==> src/rtl/uart_bridge_pkg.sv <==
// uart_bridge_pkg: shared constants and types for the UART-to-memory bridge.
// Holds the host opcodes, the response bytes and the bridge FSM state encoding.
// Build option UART_BRIDGE_CHECKSUM_EN adds the CSUM state.
package uart_bridge_pkg;

  localparam logic [7:0] OP_WRITE = 8'h01;
  localparam logic [7:0] OP_READ  = 8'h02;
  localparam logic [7:0] OP_PING  = 8'h03;

  localparam logic [7:0] RSP_ACK  = 8'hA5;
  localparam logic [7:0] RSP_PONG = 8'h5A;
  localparam logic [7:0] RSP_ERR  = 8'hEE;

  // Explicit encodings keep the state values identical whether or not CSUM exists.
  typedef enum logic [2:0] {
    ST_CMD  = 3'd0,
    ST_ADDR = 3'd1,
    ST_DATA = 3'd2,
`ifdef UART_BRIDGE_CHECKSUM_EN
    ST_CSUM = 3'd3,
`endif
    ST_MEM  = 3'd4,
    ST_RESP = 3'd5
  } state_t;

endpackage

==> src/rtl/uart_mem_bridge_if.sv <==
// uart_mem_bridge_if: byte-FIFO and memory-request signals of the bridge.
//   receivable/recv_data/recv_flag : receive FIFO status, head byte, pop
//   sendable/send_flag/send_data   : send FIFO status, push, pushed byte
//   mem_req/mem_we/mem_addr/mem_wdata/mem_rdata/mem_ready : single-word access port
// master = the bridge, slave = the FIFOs/memory side.
interface uart_mem_bridge_if;
  logic        receivable;
  logic [7:0]  recv_data;
  logic        recv_flag;
  logic        sendable;
  logic        send_flag;
  logic [7:0]  send_data;
  logic        mem_req;
  logic        mem_we;
  logic [31:0] mem_addr;
  logic [31:0] mem_wdata;
  logic [31:0] mem_rdata;
  logic        mem_ready;

  modport master (
    input  receivable, recv_data, sendable, mem_rdata, mem_ready,
    output recv_flag, send_flag, send_data, mem_req, mem_we, mem_addr, mem_wdata
  );

  modport slave (
    output receivable, recv_data, sendable, mem_rdata, mem_ready,
    input  recv_flag, send_flag, send_data, mem_req, mem_we, mem_addr, mem_wdata
  );
endinterface

==> src/rtl/uart_bridge_rsp_ser.sv <==
// uart_bridge_rsp_ser: response serializer for the bridge.
//   CLK, RST       : clock, asynchronous active-high reset
//   load           : capture load_word and byte count (load_four ? 4 : 1)
//   sendable       : send FIFO not full
//   send_flag/data : registered one-cycle push, never in consecutive cycles
//   done           : no bytes left to emit
// Bytes leave LSB first.
module uart_bridge_rsp_ser (
  input  logic        CLK,
  input  logic        RST,
  input  logic        load,
  input  logic [31:0] load_word,
  input  logic        load_four,
  input  logic        sendable,
  output logic        send_flag,
  output logic [7:0]  send_data,
  output logic        done
);

  logic [31:0] shreg;
  logic [2:0]  remain;

  always_ff @(posedge CLK or posedge RST) begin
    if (RST) begin
      shreg     <= '0;
      remain    <= '0;
      send_flag <= 1'b0;
      send_data <= '0;
    end else begin
      send_flag <= 1'b0;
      if (load) begin
        shreg  <= load_word;
        remain <= load_four ? 3'd4 : 3'd1;
      end else if ((remain != '0) && sendable && !send_flag) begin
        send_flag <= 1'b1;
        send_data <= shreg[7:0];
        shreg     <= {8'h00, shreg[31:8]};
        remain    <= remain - 3'd1;
      end
    end
  end

  assign done = (remain == '0);

endmodule

==> src/rtl/uart_mem_bridge.sv <==
// uart_mem_bridge: decodes host packets popped from the UART receive FIFO
// (ping 0x03, write 0x01 addr[4] data[4], read 0x02 addr[4], little-endian),
// performs one memory word access and pushes the response into the send FIFO.
//   CLK, RST : clock, asynchronous active-high reset
//   bus      : uart_mem_bridge_if.master (FIFO byte ports + memory request port)
//   busy     : high whenever the FSM is not in CMD
// Parameter TIMEOUT_CYCLES: idle gap between packet bytes before abort.
// Build option UART_BRIDGE_CHECKSUM_EN: trailing XOR checksum byte on
// write/read packets; mismatch answers 0xEE without a memory access.
module uart_mem_bridge
  import uart_bridge_pkg::*;
#(
  parameter int unsigned TIMEOUT_CYCLES = 800000
) (
  input  logic             CLK,
  input  logic             RST,
  uart_mem_bridge_if.master bus,
  output logic             busy
);

  localparam logic [31:0] TMO_LAST = 32'(TIMEOUT_CYCLES - 1);
`ifdef UART_BRIDGE_CHECKSUM_EN
  localparam state_t ST_FIELDS_DONE = ST_CSUM;
`else
  localparam state_t ST_FIELDS_DONE = ST_MEM;
`endif

  state_t      state, state_nx;
  logic [1:0]  byte_cnt;
  logic [31:0] tmo_cnt;
  logic [31:0] rsp_word;
  logic        rsp_four;
  logic        rsp_armed;
  logic        collecting, counting, take, tmo_hit;
  logic        mem_done, mem_req_d, ser_load, ser_done;
  logic        ser_flag;
  logic [7:0]  ser_data;
`ifdef UART_BRIDGE_CHECKSUM_EN
  logic [7:0]  csum;
`endif

  // State register
  always_ff @(posedge CLK or posedge RST) begin
    if (RST) state <= ST_CMD;
    else     state <= state_nx;
  end

  // Output / strobe decode
  always_comb begin
    collecting = (state == ST_CMD) || (state == ST_ADDR) || (state == ST_DATA);
    counting   = (state == ST_ADDR) || (state == ST_DATA);
`ifdef UART_BRIDGE_CHECKSUM_EN
    collecting = collecting || (state == ST_CSUM);
    counting   = counting || (state == ST_CSUM);
`endif
    // A pop in the previous cycle blocks intake so the FIFO status can settle.
    take      = collecting && bus.receivable && !bus.recv_flag;
    tmo_hit   = counting && !take && (tmo_cnt == TMO_LAST);
    mem_done  = (state == ST_MEM) && bus.mem_req && bus.mem_ready;
    mem_req_d = (state == ST_MEM) && !mem_done;
    // Serializer is loaded in the first RESP cycle, after rsp_word has settled.
    ser_load  = (state == ST_RESP) && !rsp_armed;
  end

  // Next-state logic
  always_comb begin
    state_nx = state;
    case (state)
      ST_CMD: begin
        if (take) begin
          if ((bus.recv_data == OP_READ) || (bus.recv_data == OP_WRITE)) state_nx = ST_ADDR;
          else                                                           state_nx = ST_RESP;
        end
      end
      ST_ADDR: begin
        if (tmo_hit)                          state_nx = ST_CMD;
        else if (take && (byte_cnt == 2'd3))  state_nx = bus.mem_we ? ST_DATA : ST_FIELDS_DONE;
      end
      ST_DATA: begin
        if (tmo_hit)                          state_nx = ST_CMD;
        else if (take && (byte_cnt == 2'd3))  state_nx = ST_FIELDS_DONE;
      end
`ifdef UART_BRIDGE_CHECKSUM_EN
      ST_CSUM: begin
        if (tmo_hit)   state_nx = ST_CMD;
        else if (take) state_nx = (bus.recv_data == csum) ? ST_MEM : ST_RESP;
      end
`endif
      ST_MEM:  if (mem_done) state_nx = ST_RESP;
      ST_RESP: if (rsp_armed && ser_done) state_nx = ST_CMD;
      default: state_nx = ST_CMD;
    endcase
  end

  // Registered outputs and datapath
  always_ff @(posedge CLK or posedge RST) begin
    if (RST) begin
      bus.recv_flag <= 1'b0;
      bus.mem_req   <= 1'b0;
      bus.mem_we    <= 1'b0;
      bus.mem_addr  <= '0;
      bus.mem_wdata <= '0;
      byte_cnt      <= '0;
      tmo_cnt       <= '0;
      rsp_word      <= '0;
      rsp_four      <= 1'b0;
      rsp_armed     <= 1'b0;
`ifdef UART_BRIDGE_CHECKSUM_EN
      csum          <= '0;
`endif
    end else begin
      bus.recv_flag <= take;
      bus.mem_req   <= mem_req_d;
      rsp_armed     <= (state == ST_RESP);
      tmo_cnt       <= (counting && !take) ? tmo_cnt + 32'd1 : '0;

      if ((state == ST_ADDR) || (state == ST_DATA)) begin
        if (take) byte_cnt <= byte_cnt + 2'd1;
      end else begin
        byte_cnt <= '0;
      end

      case (state)
        ST_CMD: begin
          if (take) begin
`ifdef UART_BRIDGE_CHECKSUM_EN
            csum <= bus.recv_data;
`endif
            rsp_four <= 1'b0;
            rsp_word <= {24'h0, (bus.recv_data == OP_PING) ? RSP_PONG : RSP_ERR};
            if ((bus.recv_data == OP_READ) || (bus.recv_data == OP_WRITE))
              bus.mem_we <= (bus.recv_data == OP_WRITE);
          end
        end
        ST_ADDR: begin
          if (take) begin
            bus.mem_addr[{byte_cnt, 3'b000} +: 8] <= bus.recv_data;
`ifdef UART_BRIDGE_CHECKSUM_EN
            csum <= csum ^ bus.recv_data;
`endif
          end
        end
        ST_DATA: begin
          if (take) begin
            bus.mem_wdata[{byte_cnt, 3'b000} +: 8] <= bus.recv_data;
`ifdef UART_BRIDGE_CHECKSUM_EN
            csum <= csum ^ bus.recv_data;
`endif
          end
        end
`ifdef UART_BRIDGE_CHECKSUM_EN
        ST_CSUM: begin
          if (take && (bus.recv_data != csum)) begin
            rsp_word <= {24'h0, RSP_ERR};
            rsp_four <= 1'b0;
          end
        end
`endif
        ST_MEM: begin
          if (mem_done) begin
            rsp_word <= bus.mem_we ? {24'h0, RSP_ACK} : bus.mem_rdata;
            rsp_four <= !bus.mem_we;
          end
        end
        default: ;
      endcase
    end
  end

  uart_bridge_rsp_ser u_rsp_ser (
    .CLK       (CLK),
    .RST       (RST),
    .load      (ser_load),
    .load_word (rsp_word),
    .load_four (rsp_four),
    .sendable  (bus.sendable),
    .send_flag (ser_flag),
    .send_data (ser_data),
    .done      (ser_done)
  );

  assign bus.send_flag = ser_flag;
  assign bus.send_data = ser_data;
  assign busy          = (state != ST_CMD);

endmodule

==> src/flat_wrapper.sv <==
// flat-port wrapper written by rule: the top's interface ports become plain ports
module uart_mem_bridge_flat import uart_bridge_pkg::*;
#(
  parameter int unsigned TIMEOUT_CYCLES = 800000
)
  (CLK, RST, busy, bus_receivable, bus_recv_data, bus_sendable, bus_mem_rdata, bus_mem_ready, bus_recv_flag, bus_send_flag, bus_send_data, bus_mem_req, bus_mem_we, bus_mem_addr, bus_mem_wdata);
  uart_mem_bridge_if bus_i ();
  input  logic CLK;
  input  logic RST;
  output logic busy;
  input wire logic [$bits(bus_i.receivable)-1:0] bus_receivable;
  input wire logic [$bits(bus_i.recv_data)-1:0] bus_recv_data;
  input wire logic [$bits(bus_i.sendable)-1:0] bus_sendable;
  input wire logic [$bits(bus_i.mem_rdata)-1:0] bus_mem_rdata;
  input wire logic [$bits(bus_i.mem_ready)-1:0] bus_mem_ready;
  output wire logic [$bits(bus_i.recv_flag)-1:0] bus_recv_flag;
  output wire logic [$bits(bus_i.send_flag)-1:0] bus_send_flag;
  output wire logic [$bits(bus_i.send_data)-1:0] bus_send_data;
  output wire logic [$bits(bus_i.mem_req)-1:0] bus_mem_req;
  output wire logic [$bits(bus_i.mem_we)-1:0] bus_mem_we;
  output wire logic [$bits(bus_i.mem_addr)-1:0] bus_mem_addr;
  output wire logic [$bits(bus_i.mem_wdata)-1:0] bus_mem_wdata;
  assign bus_i.receivable = bus_receivable;
  assign bus_i.recv_data = bus_recv_data;
  assign bus_i.sendable = bus_sendable;
  assign bus_i.mem_rdata = bus_mem_rdata;
  assign bus_i.mem_ready = bus_mem_ready;
  assign bus_recv_flag = bus_i.recv_flag;
  assign bus_send_flag = bus_i.send_flag;
  assign bus_send_data = bus_i.send_data;
  assign bus_mem_req = bus_i.mem_req;
  assign bus_mem_we = bus_i.mem_we;
  assign bus_mem_addr = bus_i.mem_addr;
  assign bus_mem_wdata = bus_i.mem_wdata;
  uart_mem_bridge #(.TIMEOUT_CYCLES(TIMEOUT_CYCLES)) u_core (.CLK(CLK), .RST(RST), .bus(bus_i), .busy(busy));
endmodule
==> config.mk <==
export PLATFORM = sky130hd
export DESIGN_NAME = uart_mem_bridge_flat
export DESIGN_NICKNAME = d
export VERILOG_FILES = /design/src/rtl/uart_bridge_pkg.sv /design/src/rtl/uart_mem_bridge_if.sv /design/src/rtl/uart_bridge_rsp_ser.sv /design/src/rtl/uart_mem_bridge.sv /design/src/flat_wrapper.sv
export SDC_FILE = /design/constraint.sdc
export NUM_CORES = 1
export LEC_CHECK = 0
export CAP_MARGIN = 20
export CORE_UTILIZATION = 58
export CTS_BUF_LIST = sky130_fd_sc_hd__clkbuf_16
export DETAILED_ROUTE_END_ITERATION = 7
export GPL_TIMING_DRIVEN = 1
export PLACE_DENSITY = 0.85
export SLEW_MARGIN = 25
export SYNTH_ARGS = -nofsm -noshare
export SYNTH_HDL_FRONTEND = slang
export SYNTH_SLANG_ARGS = --single-unit
==> constraint.sdc <==
create_clock -name CLK -period 12 [get_ports CLK]
set_clock_uncertainty 0.2 [all_clocks]
set_input_delay 2.4 -clock CLK [delete_from_list [all_inputs] [get_ports CLK]]
set_output_delay 2.4 -clock CLK [all_outputs]
set_load 0.01 [all_outputs]
* Word-level counts from Yosys, hierarchy flattened
Cells that the tools add are included.
** Cells by class
- Add/subtract/negate cells :: 4
- Equal/unequal tests :: 15
- Shift operators :: 2
- Muxes and demuxes :: 30
- Bitwise logic cells :: 1
- Reduce and logical (&&, ||, !) cells :: 34
** Operators with widths (number)
- $mux W32 :: 6
- $bwmux W32 :: 2
- $pmux W32 S2 :: 1
- $mux W3 :: 12
- $add A32 B1 Y32 const B :: 1
- $eq A32 B20 Y1 const B :: 1
- $shift A8 B7 Y32 const A :: 1
- $shiftx A8 B7 Y32 :: 1
- $eq A8 B2 Y1 const B :: 2
- $pmux W3 S5 :: 1
- $logic_and A1 B1 Y1 :: 12
- $eq A8 B1 Y1 const B :: 1
- $mux W8 :: 1
- $neg A5 Y7 :: 1
- $eq A3 B3 Y1 const B :: 2
- $logic_not A1 Y1 :: 6
- $logic_not A3 Y1 :: 2
- $reduce_and A2 Y1 :: 3
- $reduce_and A3 Y1 :: 2
- $reduce_bool A3 Y1 :: 2
- $reduce_and A5 Y1 :: 1
- $logic_or A1 B1 Y1 :: 4
- $mux W1 :: 4
- $mux W2 :: 2
- 12 further kinds :: 15
** Storage, ports and cells
- Register bits after elaboration :: 182
- Input bits :: 45
- Word-level logic and storage cells :: 101

* Logic depth before layout (Yosys ltp)
- Depth in word-level cells :: 10
- Depth in mapped cells :: 8
- Depth with buffers taken out :: 6

* Hierarchy
Synthesis repeated with hierarchy kept, for this count alone.
** Second synthesis, totals
- Cell total of the unflattened synthesis :: 716
- Area, all modules :: 7978.9 um^2
** Modules (own cells, without submodules)
- uart_mem_bridge :: times used 1, cells each 514, area each 6005.8 um^2, seq. area each 3453.3 um^2
- uart_bridge_rsp_ser :: times used 1, cells each 202, area each 1973.1 um^2, seq. area each 1101.1 um^2

* Worst setup path before layout
OpenSTA, ideal clock, no wires.
- Path kind :: input port to flip-flop
- Start point :: in bus_receivable
- End point :: reg u_core.bus.mem_wdata[10]
- Data arrival time :: 3.507 ns
- Data required time :: 11.675 ns
- Slack :: 8.169 ns
- Stages :: 4
- Cell sequence :: or3b_2 -> nor2_4 -> nand2_2 -> mux2_2
** On the way
- Longest elaborated chain between the ends :: 3
** RTL lines
- from (decl) :: line flat_wrapper.sv:11 : input wire logic [$bits(bus_i.receivable)-1:0] bus_receivable;
- $logic_and A1 B1 Y1 (2 in series) :: line uart_mem_bridge.sv:57 : take = collecting && bus.receivable && !bus.recv_flag;
- $reduce_and A2 Y1 (no line)
- to (signal, indexed assignment) :: line uart_mem_bridge.sv:145 : bus.mem_wdata[{byte_cnt, 3'b000} +: 8] <= bus.recv_data;
- to (decl) :: line uart_mem_bridge_if.sv:22 : output recv_flag, send_flag, send_data, mem_req, mem_we, mem_addr, mem_wdata
Every way passes these cells.
A chain may end at the register's enable or synchronous reset.

* Worst setup path in the final report
- Start point :: reg u_core.state[2]
- End point :: out busy
** On the way
- Longest elaborated chain between the ends :: 1
** RTL lines
- from (decl) :: line uart_mem_bridge.sv:28 : state_t state, state_nx;
- from (signal assigned) :: line uart_mem_bridge.sv:45 : else state <= state_nx;
- $reduce_bool A3 Y1 :: line uart_mem_bridge.sv:184 : assign busy = (state != ST_CMD);
- to (decl) :: line flat_wrapper.sv:10 : output logic busy;
Every way passes these cells.

==> results.json <==
{
  "p_int_mw": 1.148,
  "syn-num-nets": 744,
  "core_area_um2": 13300,
  "cts_root_buffer": "clkbuf_16",
  "rsz0062_at_grt": "no",
  "cts_buffers": 17,
  "n_antenna_cell": 0,
  "synthToLayoutAreaGrowth_pct": 24.35,
  "worstMarginPinSlew_ns": 0.8053,
  "wire_per_inst_um": 19.13,
  "grt_overflow": 0,
  "ys_types": 54,
  "slew_viol_final": 0,
  "cts_resized": 0,
  "fin_crit_sh_pct": 37.21,
  "cts.sinks": 182,
  "cp_max_fo": 14,
  "synthArstFlopShare_pct": 100.0,
  "grt_start_max_net_pins": 93,
  "maxCapViolations": 0,
  "worstPathArrival_ns": 1.86,
  "drt_iter0_drc": 498,
  "ys_seq_area_share_pct": 57.19,
  "die_x_um": 119.2,
  "syn_avg_cell_area_um2": 11.53,
  "yosys-top-cells-area": "dfrtp_1, mux2_2, a22o_1",
  "start_kind": "flop",
  "ys.flop_type": "dfrtp_1",
  "r2r_slack_ns": 9.77,
  "nNetsFinal": 860,
  "switching_share_pct": 31.22,
  "drt_wl_total_um": 19040,
  "p_comb_share_pct": 23.6,
  "drive_above_1_share_pct": 14.29,
  "setup_viol": 0,
  "yosys-top-cells-count": "dfrtp_1, nand2_1, mux2_2",
  "synth_edf_count": 0,
  "antenna_found_initial": 0,
  "grt_pass1_vias": 6087,
  "die_y_um": 119.2,
  "drcViolationCount": 0,
  "yosysTopAreaCell": "dfrtp_1",
  "synth_top_area_share_pct": 57.19,
  "clkPwrFrac_pct": 33.1,
  "cts_tree": "yes",
  "dr.pass1.iters": 5,
  "dp.final_hpwl_um": 12700,
  "fin_setup_tns_ns": 0,
  "die_area_um2": 14200,
  "required_ns": 9.40,
  "fmax_mhz": 224.0,
  "cts_setup_buffers": 0,
  "start_util_pct": 59.90,
  "status": "finished clean",
  "final_antenna_net_count": 0,
  "placed_cells": 964,
  "synthCells": 691,
  "cp-end-kind": "primary output",
  "hp-class": "flop to flop",
  "grt_pass1_wl_um": 31130,
  "switchingPower_mw": 0.5212,
  "power_density_nw_per_um2": 168.6,
  "relSlewSlack_pct": 46.31,
  "p_leak_nw": 4.435,
  "synth.yosys.warnings": 0,
  "cts_buffer_depth": 2,
  "via_count": 5958,
  "htree_levels": 4,
  "mappedNetlistArea_um2": 7964,
  "ir_worst_vdd_mv": 0.1161,
  "min_period_ns": 4.465,
  "synth_most_common_cell": "dfrtp_1",
  "num_rows": 42,
  "yosys_register_bits": 182,
  "path_clk_slew_ns": 0.07,
  "criticalPathCategory": "flop to primary output",
  "place_congestion": 0.8347,
  "seqPwrFrac_pct": 43.3,
  "hold_buffers": 0,
  "io_pins": 122,
  "clk_latency_ns": 0.43,
  "viasPerCell": 5.988,
  "instances_no_fill": 995,
  "hold_viol": 0,
  "grtUsageTotal_pct": 28.62,
  "portBuffers": 121
}
## sequential cells by signal, indices dropped and copies added, names as in the netlist, 2 cells and up
signal,flops
u_core.bus.mem_addr,32
u_core.bus.mem_wdata,32
u_core.rsp_word,32
u_core.tmo_cnt,32
u_core.u_rsp_ser.shreg,32
u_core.u_rsp_ser.send_data,8
u_core.state,3
u_core.u_rsp_ser.remain,3
u_core.byte_cnt,2
## cells in the final DEF, fill, tap and decap left out, types with 3 or more instances in the layout
cell	instances
dfrtp_1	182
clkdlybuf4s50_1	121
nand2_1	69
mux2_2	56
nor2_1	50
o21ai_0	45
a22o_1	40
mux2i_1	26
a21oi_1	25
clkbuf_16	17
nand2b_1	14
o31ai_1	13
or4_1	12
inv_1	11
xnor2_1	11
nand3_1	10
nor4_1	9
nand4_1	9
ha_1	8
nand2_2	6
or3_1	6
nor3_1	5
xor2_1	5
buf_4	5
and2_1	4
nand3b_1	3
nor2_4	3
and4_1	3
and3_1	3
inv_6	3
clkinvlp_4	3
clkinv_4	3
clkinv_2	3
## cell families after synthesis
family | after synthesis | synth area share (%)
buffers and inverters | 42 | 2.388
XOR/XNOR | 16 | 1.760
AO/OA/AOI/OAI | 135 | 11.11
adder cells (fa/ha/maj) | 8 | 1.257
multiplexers | 82 | 11.19
flip-flops | 182 | 57.19
AND/OR/NAND/NOR | 226 | 15.11
## worst paths after layout
path,start,endpoint,cells after the start
setup / recovery,u_core.state[2],busy,2
hold / removal,u_core.rsp_word[2],u_core.u_rsp_ser.shreg[2],2
setup reg to reg,u_core.state[2],u_core.bus.mem_wdata[4],4
hold reg to reg,u_core.rsp_word[2],u_core.u_rsp_ser.shreg[2],2
max in group asynchronous,RST,u_core.rsp_word[16],4
min in group asynchronous,RST,u_core.bus.mem_addr[19],2
## power by group through the flow
| stage | clock (mW) | combinational [mW] | sequential, mW |
|---|---|---|---|
| after CTS | 0.556 | 0.394 | 0.723 |
| final | 0.553 | 0.393 | 0.724 |
| after detailed placement | 0 | 0.386 | 0.734 |
| after global placement | 0 | 0.371 | 0.731 |
| after floorplan | 0 | 0.245 | 0.732 |
| after global routing | 0.583 | 0.428 | 0.732 |
## per-layer routing
| layer | GRT usage, % | share of wire [%] |
|---|---|---|
| met1 | 37.32 | 43 |
| met2 | 46.11 | 50 |
| met3 | 6.849 | 5.2 |
| met4 | 11.63 | 2.4 |
| met5 | 0 | 0 |
## layout make-up
class | count | area, um2
clock buffers | 17 | 425.4
clock inverters | 14 | 152.6
fillers | 844 | 3392
inverters | 12 | 50.05
multi-input cells | 467 | 3232
flip-flops and latches | 182 | 4554
well taps | 176 | 220.2
repair buffers | 127 | 1269
## critical path, cell delays in order, from the launching register on
cell and delay, ns:
dfrtp_1 0.51, or3_1 0.42, clkdlybuf4s50_1 0.50
## per-stage QoR
stage | util [%] | setup WS, ns | total power, mW | instance area (um2) | hold slack [ns]
finish | 74.49 | 7.535 | 1.670 | 9903 | 0.2901
global route | 74.49 | 7.472 | 1.742 | 9903 | 0.3104
CTS | 74.48 | 7.526 | 1.673 | 9902 | 0.2870
detailed placement | 70.13 | 7.148 | 1.120 | 9324 | 0.2693
global placement | 69.98 | 7.199 | 1.101 | 9304 | 0.2595
floorplan | - | 4.456 | 0.9771 | 7964 | 0.2479
(Power assumes the default switching activity.)
